$ cat src/rtl/gray_pkg.sv
// Shared Gray-code helpers and defaults. The encoder and the decode tracker
// (and its bench) import this package.
package gray_pkg;

    localparam int GRAY_W_DEFAULT = 4;
    localparam int GRAY_W_MAX     = 32;

    typedef enum logic [1:0] {
        STEP_HOLD,
        STEP_UP,
        STEP_DOWN,
        STEP_ERR
    } step_kind_e;

    // Codes narrower than GRAY_W_MAX are zero-extended. Leading zeros leave
    // every lower bit's prefix-XOR unchanged, so these functions serve any WIDTH.
    function automatic logic [GRAY_W_MAX-1:0] gray2bin(input logic [GRAY_W_MAX-1:0] g);
        logic [GRAY_W_MAX-1:0] b;
        b = g;
        for (int i = GRAY_W_MAX - 2; i >= 0; i--) begin
            b[i] = b[i+1] ^ g[i];
        end
        return b;
    endfunction

    function automatic logic [GRAY_W_MAX-1:0] bin2gray(input logic [GRAY_W_MAX-1:0] b);
        return b ^ (b >> 1);
    endfunction

endpackage

$ cat src/rtl/gray_decode_tracker_if.sv
// Handshake bundle of the Gray decode tracker: the Gray sample input side and
// the decoded-result output side.
interface gray_decode_tracker_if
    import gray_pkg::*;
#(
    parameter int WIDTH = GRAY_W_DEFAULT
) ();

    logic             in_valid;
    logic             in_ready;
    logic [WIDTH-1:0] gray_in;
    logic             out_valid;
    logic             out_ready;
    logic [WIDTH-1:0] binary_out;
    logic             step_up;
    logic             step_down;
    logic             step_err;

    modport slave (
        input  in_valid,
        input  gray_in,
        input  out_ready,
        output in_ready,
        output out_valid,
        output binary_out,
        output step_up,
        output step_down,
        output step_err
    );

    modport master (
        output in_valid,
        output gray_in,
        output out_ready,
        input  in_ready,
        input  out_valid,
        input  binary_out,
        input  step_up,
        input  step_down,
        input  step_err
    );

endinterface

$ cat src/rtl/gray_to_bin_comb.sv
// Purely combinational Gray-to-binary decoder of parameterisable width.
module gray_to_bin_comb
    import gray_pkg::*;
#(
    parameter int WIDTH = GRAY_W_DEFAULT
) (
    input  logic [WIDTH-1:0] gray_i,
    output logic [WIDTH-1:0] bin_o
);

    always_comb begin
        bin_o = WIDTH'(gray2bin(GRAY_W_MAX'(gray_i)));
    end

endmodule

$ cat src/rtl/gray_decode_tracker.sv
// Registered Gray-to-binary decoder with valid/ready handshake that classifies
// each accepted sample against the previous one (up, down, hold, illegal jump).
module gray_decode_tracker
    import gray_pkg::*;
#(
    parameter int WIDTH = GRAY_W_DEFAULT
) (
    input  logic                  clk,
    input  logic                  rst_n,
    gray_decode_tracker_if.slave  bus
);

    logic [WIDTH-1:0] decoded;
    logic             accept;
    logic             in_ready;
    step_kind_e       kind;

    logic             out_valid_q, out_valid_d;
    logic [WIDTH-1:0] binary_q,    binary_d;
    logic             step_up_q,   step_up_d;
    logic             step_down_q, step_down_d;
    logic             step_err_q,  step_err_d;
    logic [WIDTH-1:0] prev_q,      prev_d;
    logic             have_prev_q, have_prev_d;

    gray_to_bin_comb #(
        .WIDTH (WIDTH)
    ) u_decode (
        .gray_i (bus.gray_in),
        .bin_o  (decoded)
    );

    assign in_ready = !out_valid_q || bus.out_ready;
    assign accept   = bus.in_valid && in_ready;

    // Modulo-2^WIDTH neighbours of prev; the first sample after reset is never classified.
    always_comb begin
        kind = STEP_HOLD;
        if (have_prev_q && (decoded != prev_q)) begin
            if (decoded == prev_q + WIDTH'(1)) begin
                kind = STEP_UP;
            end else if (decoded == prev_q - WIDTH'(1)) begin
                kind = STEP_DOWN;
            end else begin
                kind = STEP_ERR;
            end
        end
    end

    always_comb begin
        out_valid_d = out_valid_q;
        binary_d    = binary_q;
        step_up_d   = step_up_q;
        step_down_d = step_down_q;
        step_err_d  = step_err_q;
        prev_d      = prev_q;
        have_prev_d = have_prev_q;
        if (accept) begin
            out_valid_d = 1'b1;
            binary_d    = decoded;
            step_up_d   = (kind == STEP_UP);
            step_down_d = (kind == STEP_DOWN);
            step_err_d  = (kind == STEP_ERR);
            prev_d      = decoded;
            have_prev_d = 1'b1;
        end else if (bus.out_ready) begin
            out_valid_d = 1'b0;
        end
    end

    always_ff @(posedge clk or negedge rst_n) begin
        if (!rst_n) begin
            out_valid_q <= 1'b0;
            binary_q    <= '0;
            step_up_q   <= 1'b0;
            step_down_q <= 1'b0;
            step_err_q  <= 1'b0;
            prev_q      <= '0;
            have_prev_q <= 1'b0;
        end else begin
            out_valid_q <= out_valid_d;
            binary_q    <= binary_d;
            step_up_q   <= step_up_d;
            step_down_q <= step_down_d;
            step_err_q  <= step_err_d;
            prev_q      <= prev_d;
            have_prev_q <= have_prev_d;
        end
    end

    assign bus.in_ready   = in_ready;
    assign bus.out_valid  = out_valid_q;
    assign bus.binary_out = binary_q;
    assign bus.step_up    = step_up_q;
    assign bus.step_down  = step_down_q;
    assign bus.step_err   = step_err_q;

endmodule

$ cat src/flat_wrapper.sv
// flat-port wrapper written by rule: the top's interface ports become plain ports
module gray_decode_tracker_flat import gray_pkg::*;
#(
    parameter int WIDTH = GRAY_W_DEFAULT
)
  (clk, rst_n, bus_in_valid, bus_gray_in, bus_out_ready, bus_in_ready, bus_out_valid, bus_binary_out, bus_step_up, bus_step_down, bus_step_err);
  gray_decode_tracker_if #(.WIDTH(WIDTH)) bus_i ();
  input  logic clk;
  input  logic rst_n;
  input wire logic [$bits(bus_i.in_valid)-1:0] bus_in_valid;
  input wire logic [$bits(bus_i.gray_in)-1:0] bus_gray_in;
  input wire logic [$bits(bus_i.out_ready)-1:0] bus_out_ready;
  output wire logic [$bits(bus_i.in_ready)-1:0] bus_in_ready;
  output wire logic [$bits(bus_i.out_valid)-1:0] bus_out_valid;
  output wire logic [$bits(bus_i.binary_out)-1:0] bus_binary_out;
  output wire logic [$bits(bus_i.step_up)-1:0] bus_step_up;
  output wire logic [$bits(bus_i.step_down)-1:0] bus_step_down;
  output wire logic [$bits(bus_i.step_err)-1:0] bus_step_err;
  assign bus_i.in_valid = bus_in_valid;
  assign bus_i.gray_in = bus_gray_in;
  assign bus_i.out_ready = bus_out_ready;
  assign bus_in_ready = bus_i.in_ready;
  assign bus_out_valid = bus_i.out_valid;
  assign bus_binary_out = bus_i.binary_out;
  assign bus_step_up = bus_i.step_up;
  assign bus_step_down = bus_i.step_down;
  assign bus_step_err = bus_i.step_err;
  gray_decode_tracker #(.WIDTH(WIDTH)) u_core (.clk(clk), .rst_n(rst_n), .bus(bus_i));
endmodule
$ cat config.mk
export PLATFORM = sky130hd
export DESIGN_NAME = gray_decode_tracker_flat
export DESIGN_NICKNAME = d
export VERILOG_FILES = /design/src/rtl/gray_pkg.sv /design/src/rtl/gray_decode_tracker_if.sv /design/src/rtl/gray_to_bin_comb.sv /design/src/rtl/gray_decode_tracker.sv /design/src/flat_wrapper.sv
export SDC_FILE = /design/constraint.sdc
export NUM_CORES = 1
export LEC_CHECK = 0
export CELL_PAD_IN_SITES_DETAIL_PLACEMENT = 0
export CELL_PAD_IN_SITES_GLOBAL_PLACEMENT = 2
export CORE_MARGIN = 3
export CORE_UTILIZATION = 28
export CTS_BUF_LIST = sky130_fd_sc_hd__clkbuf_8
export DETAILED_ROUTE_END_ITERATION = 7
export HOLD_SLACK_MARGIN = 0.08
export PLACE_DENSITY_LB_ADDON = 0.2
export SYNTH_ARGS = -nofsm -noshare
export SYNTH_HDL_FRONTEND = slang
export SYNTH_SLANG_ARGS = --single-unit
$ cat constraint.sdc
create_clock -name clk -period 2.35 [get_ports clk]
set_input_delay 0.235 -clock clk [delete_from_list [all_inputs] [get_ports clk]]
set_output_delay 0.235 -clock clk [all_outputs]
set_load 0.01 [all_outputs]
======== Word level (Yosys, flattened, before mapping) ========
Index checks and enable logic that the tools add are counted.
word-level totals
  bits in registers ....................... 9
  bits of input ports ..................... 8
  output and inout bits ................... 9
  word-level logic and storage cells ...... 27
cells by class
  add/subtract/negate cells ............... 2
  eq/ne operators ......................... 6
  muxes and demuxes ....................... 5
  bitwise logic cells ..................... 3
  reductions and logical operators ........ 5
operators by type and width
  kind                                                  count
  equality test 4 bit                                   2
  adder 4 x 1 -> 4 bit (second input constant)          1
  equality test 2 bit (second input constant)           2
  two-way mux 2 bit                                     2
  != test 4 bit                                         1
  subtractor 4 x 1 -> 4 bit (second input constant)     1
  two-way mux 1 bit                                     3
  XOR 1 bit                                             3
  equality test 2 x 1 -> 1 bit (second input constant)  1
  logical AND 1 bit                                     2
  nonzero test 2 bit                                    1
  zero test 1 bit                                       1
  logical OR 1 bit                                      1

======== Depth between registers and ports, before layout ========
  depth in word-level cells ............... 8
  mapped depth ............................ 8
  mapped depth without buffers ............ 7

======== Cells and area by module ========
A second synthesis with hierarchy kept.
unflattened totals
  cells, all modules ...................... 50
  area, all modules ....................... 573.0 um^2
modules (own cells, without submodules)
  module               times used  cells each  area an instance (um^2)
  gray_decode_tracker  1           45          523.0
  gray_to_bin_comb     1           5           50.0

======== Least setup slack after synthesis ========
No wires, ideal clock.
  path type ............................... reg-to-reg
  start point ............................. reg u_core.bus.binary_out[0] (netlist name)
  end point ............................... reg u_core.step_down_q (netlist: u_core.bus.step_down)
  setup time .............................. 121 ps
  arrival time ............................ 1560 ps
  data required time ...................... 2229 ps
  path slack .............................. 669 ps
  stages on the path, launching flop included .. 8
  path buffers ............................ 1
  cell sequence ........................... dfrtp_1 > buf_2 > inv_1 > ha_1 > nor3b_1 > o211ai_1 > a21oi_1 > a22o_1
RTL lines
  element               RTL line                   text
  end signal, assigned  gray_decode_tracker.sv:84  step_down_q <= step_down_d;
  end, declared         gray_decode_tracker.sv:21  logic step_down_q, step_down_d;

======== Worst setup path after layout ========
  start point ............................. in bus_gray_in[3]
  end point ............................... reg u_core.step_down_q (netlist: u_core.bus.step_down)
on the way
  cells in the longest elaborated chain, start to end .. 8
  elaborated cells on any way between the ends .. 11
  classes of those cells .................. 4 x eq/ne; 3 x mux; 3 x bitwise; 1 x reduce/logical
ends and longest elaborated chain
  element                  RTL line                   text
  start, declared          flat_wrapper.sv:11         input wire logic [$bits(bus_i.gray_in)-1:0] bus_gray_in;
  XOR 1 bit (3 in a row)   gray_pkg.sv:21             b[i] = b[i+1] ^ g[i];
  equality test 4 bit      gray_decode_tracker.sv:42  end else if (decoded == prev_q - WIDTH'(1)) begin
  two-way mux 1 bit        gray_decode_tracker.sv:42
  two-way mux 2 bit        gray_decode_tracker.sv:40  if (decoded == prev_q + WIDTH'(1)) begin
  two-way mux 2 bit (*)    gray_decode_tracker.sv:39  if (have_prev_q && (decoded != prev_q)) begin
  equality test 2 bit (*)  gray_decode_tracker.sv:62  step_down_d = (kind == STEP_DOWN);
Every way passes the cells marked *; elsewhere a longest branch is shown, timed or not.
A chain may end at the register's enable or synchronous reset.

==> flow_metrics.env <==
export IMPL_synth_area_sq_um=684
export IMPL_ir_drop_uv=434
export IMPL_hold_class="input pin to async pin"
export IMPL_io_buffers=16
export IMPL_grt_max_degree=12
export IMPL_num_io_pins=17
export IMPL_skew_ns=0.00622
export IMPL_first_pass_iters=4
export IMPL_yosysUniqueCellTypes=28
export IMPL_powerDensity_nw_per_um2=722
export IMPL_power_mw=0.657
export IMPL_drt_first_iter_violations=11
export IMPL_cts_setup_buffers=0
export IMPL_diodes=0
export IMPL_holdBufCountCts=0
export IMPL_dp_hpwl_mm=1.16
export IMPL_ys_warnings_count=0
export IMPL_synth_edf_count=0
export IMPL_drv_slew=0
export IMPL_core_rowCount=17
export IMPL_reg2reg_depth=6
export IMPL_place_congestion=0.692
export IMPL_arrival_ns=2.02
export IMPL_wire_per_inst_microns=13.0
export IMPL_cts_tree="built"
export IMPL_synth_area_per_cell_sq_um=9.38
export IMPL_clk_latency_ns=0.24
export IMPL_finalNetCount=101
export IMPL_syn_nets=83
export IMPL_crit_fanout=6
export IMPL_drt_total_wl_mm=1.53
export IMPL_cts_inserted_buffers=3
export IMPL_worst_slew_pin_slew_ns=0.473
export IMPL_initial_utilization_pct=30.1
export IMPL_ys_async_sr_fraction_pct=100
export IMPL_timing_final_crit_share_pct=80.9
export IMPL_clock_fmax_mhz=526
export IMPL_clockBufferDepth=2
export IMPL_clkSlewWorstSetupHoldPaths_ns=0.05
export IMPL_yosysSeqAreaShare_pct=32.9
export IMPL_setup_viol=0
export IMPL_overflow=0
export IMPL_yosysTopAreaCellShare_pct=32.9
export IMPL_cp_required_ns=2.47
export IMPL_slew_headroom_pct=68.4
export IMPL_antenna_found_initial=0
export IMPL_hold_viol=0
export IMPL_cts_root_buffer="clkbuf_8"
export IMPL_vias=576
export IMPL_die_y_microns=55.4
export IMPL_min_period_ns=1.90
export IMPL_status="complete, no violations"
export IMPL_netlist_instances=73
export IMPL_fin_setup_tns_ns=0
export IMPL_drc_errors=0
export IMPL_max_cap_violations=0
export IMPL_drtAntennaViolNets=0
export IMPL_die_area_sq_um=3070
export IMPL_track_usage_pct=10.9
export IMPL_syn_to_final_growth_pct=32.9
export IMPL_dieWidth_microns=55.4
export IMPL_grt_pass1_vias=537
export IMPL_synth_seq_cells=9
export IMPL_ctsResizeCount=0
export IMPL_synth_most_common_cell="dfrtp_1"
export IMPL_synthTopCellsByArea="dfrtp_1 33%, xnor2_1 7.7%, xor2_1 5.1%"
export IMPL_crit_type="input pin to flop"
export IMPL_cp_start_kind="input pin"
export IMPL_p_leak_nw=0.348
export IMPL_layout_drive_gt1_share_pct=11.1
export IMPL_synth_common_cells="9 x dfrtp_1, 7 x nand2_1, 6 x o21ai_0, 6 x xnor2_1"
export IMPL_end_kind="flop"
export IMPL_cts_num_sinks=9
export IMPL_synth_largest_area_cell="dfrtp_1"
export IMPL_htree_levels=1
export IMPL_synth_ff_type="dfrtp_1"
export IMPL_avgViaCountPerCell=4.88
export IMPL_core_area_sq_um=2280
export IMPL_grt_pass1_wl_mm=2.63
export IMPL_grt_setup_unrepaired="false"
[power by group]
group	internal [mW]	switching, mW
clock	0.114	0.0627
combinational	0.137	0.128
sequential	0.179	0.0365
total	0.430	0.227
[cells in the final DEF, fill, tap and decap left out]
cell type,netlist,layout
a211oi_2,1,1
o31ai_1,1,1
clkbuf_8,0,3
buf_4,0,2
o2111a_1,1,1
xor2_2,1,1
or3_4,1,1
xnor2_4,1,1
o211ai_1,2,2
o2111ai_1,1,1
a22o_1,2,2
nand2_1,7,7
nor3b_1,4,4
ha_1,2,2
dfrtp_1,9,9
mux2_2,1,1
nand3_1,2,2
xnor2_1,6,6
o21ai_0,6,6
inv_1,2,3
a21oi_1,2,2
xor2_1,4,4
nand2b_1,3,3
nor2_1,4,4
a31oi_1,1,1
nor3_1,3,3
or3b_1,1,1
clkdlybuf4s50_1,0,16
[cell type report]
| cell class | instances | area [sq um] |
|---|---|---|
| inverter | 2 | 7.51 |
| multi-input combinational | 57 | 422 |
| clock buffer | 3 | 41.3 |
| clock inverter | 1 | 3.75 |
| timing repair buffer | 18 | 175 |
| fill | 238 | 1370 |
| tap | 28 | 35.0 |
| sequential | 9 | 225 |
[flip-flops by register name (all words and copies together) (netlist names)]
| name | cells |
|---|---|
| u_core.bus.binary_out | 4 |
| u_core.bus.step_down | 1 |
| u_core.bus.step_up | 1 |
| u_core.have_prev_q | 1 |
| u_core.bus.step_err | 1 |
| u_core.bus.out_valid | 1 |
[per-stage QoR]
| stage | hold WS, ns | std cells | area [sq um] | util [%] | setup slack, ns |
|---|---|---|---|---|---|
| after floorplan | -0.0606 | 73 | 684 | - | 0.669 |
| after global placement | 0.481 | 114 | 865 | 38.0 | 0.231 |
| after detailed placement | 0.486 | 114 | 865 | 38.0 | 0.204 |
| after CTS | 0.306 | 118 | 910 | 40.0 | 0.434 |
| after global routing | 0.327 | 118 | 910 | 40.0 | 0.334 |
| final | 0.294 | 118 | 910 | 40.0 | 0.450 |
[final timing paths]
kind / startpoint / to / slack (ns)
max: bus_gray_in[3] / u_core.bus.step_down / 0.45
max reg2reg: u_core.bus.binary_out[0] / u_core.bus.step_up / 0.56
min in group clk: u_core.bus.step_err / u_core.bus.step_err / 0.49
min: rst_n / u_core.bus.step_down / 0.29
min reg2reg: u_core.bus.step_err / u_core.bus.step_err / 0.49
max in group asynchronous: rst_n / u_core.bus.binary_out[0] / 1.77
[worst max-delay path, stage by stage]
cell and delay, ns:
clkdlybuf4s50_1 0.47, buf_4 0.19, xnor2_4 0.27, xor2_2 0.25, xnor2_1 0.13, o2111a_1 0.28
a22o_1 0.19
[layer usage]
| metal | GRT usage (%) | vias up | routed length (microns) |
|---|---|---|---|
| li1 | - | 292 | - |
| met1 | 15.3 | 270 | 784 |
| met2 | 14.9 | 12 | 665 |
| met3 | 4.67 | 2 | 74 |
| met4 | 3.13 | 0 | 8 |
| met5 | 0 | - | 0 |
[logic make-up after synthesis]
logic type               after synthesis  share of synthesized area (%)
AO/OA/AOI/OAI                         17                           17.4
XOR/XNOR                              12                           19.2
adder cells (fa/ha/maj)                2                           3.66
buffers and inverters                  7                           5.48
flip-flops                             9                           32.9
multiplexers                           1                           1.65
AND/OR/NAND/NOR                       25                           19.7
(Power assumes the default switching activity.)
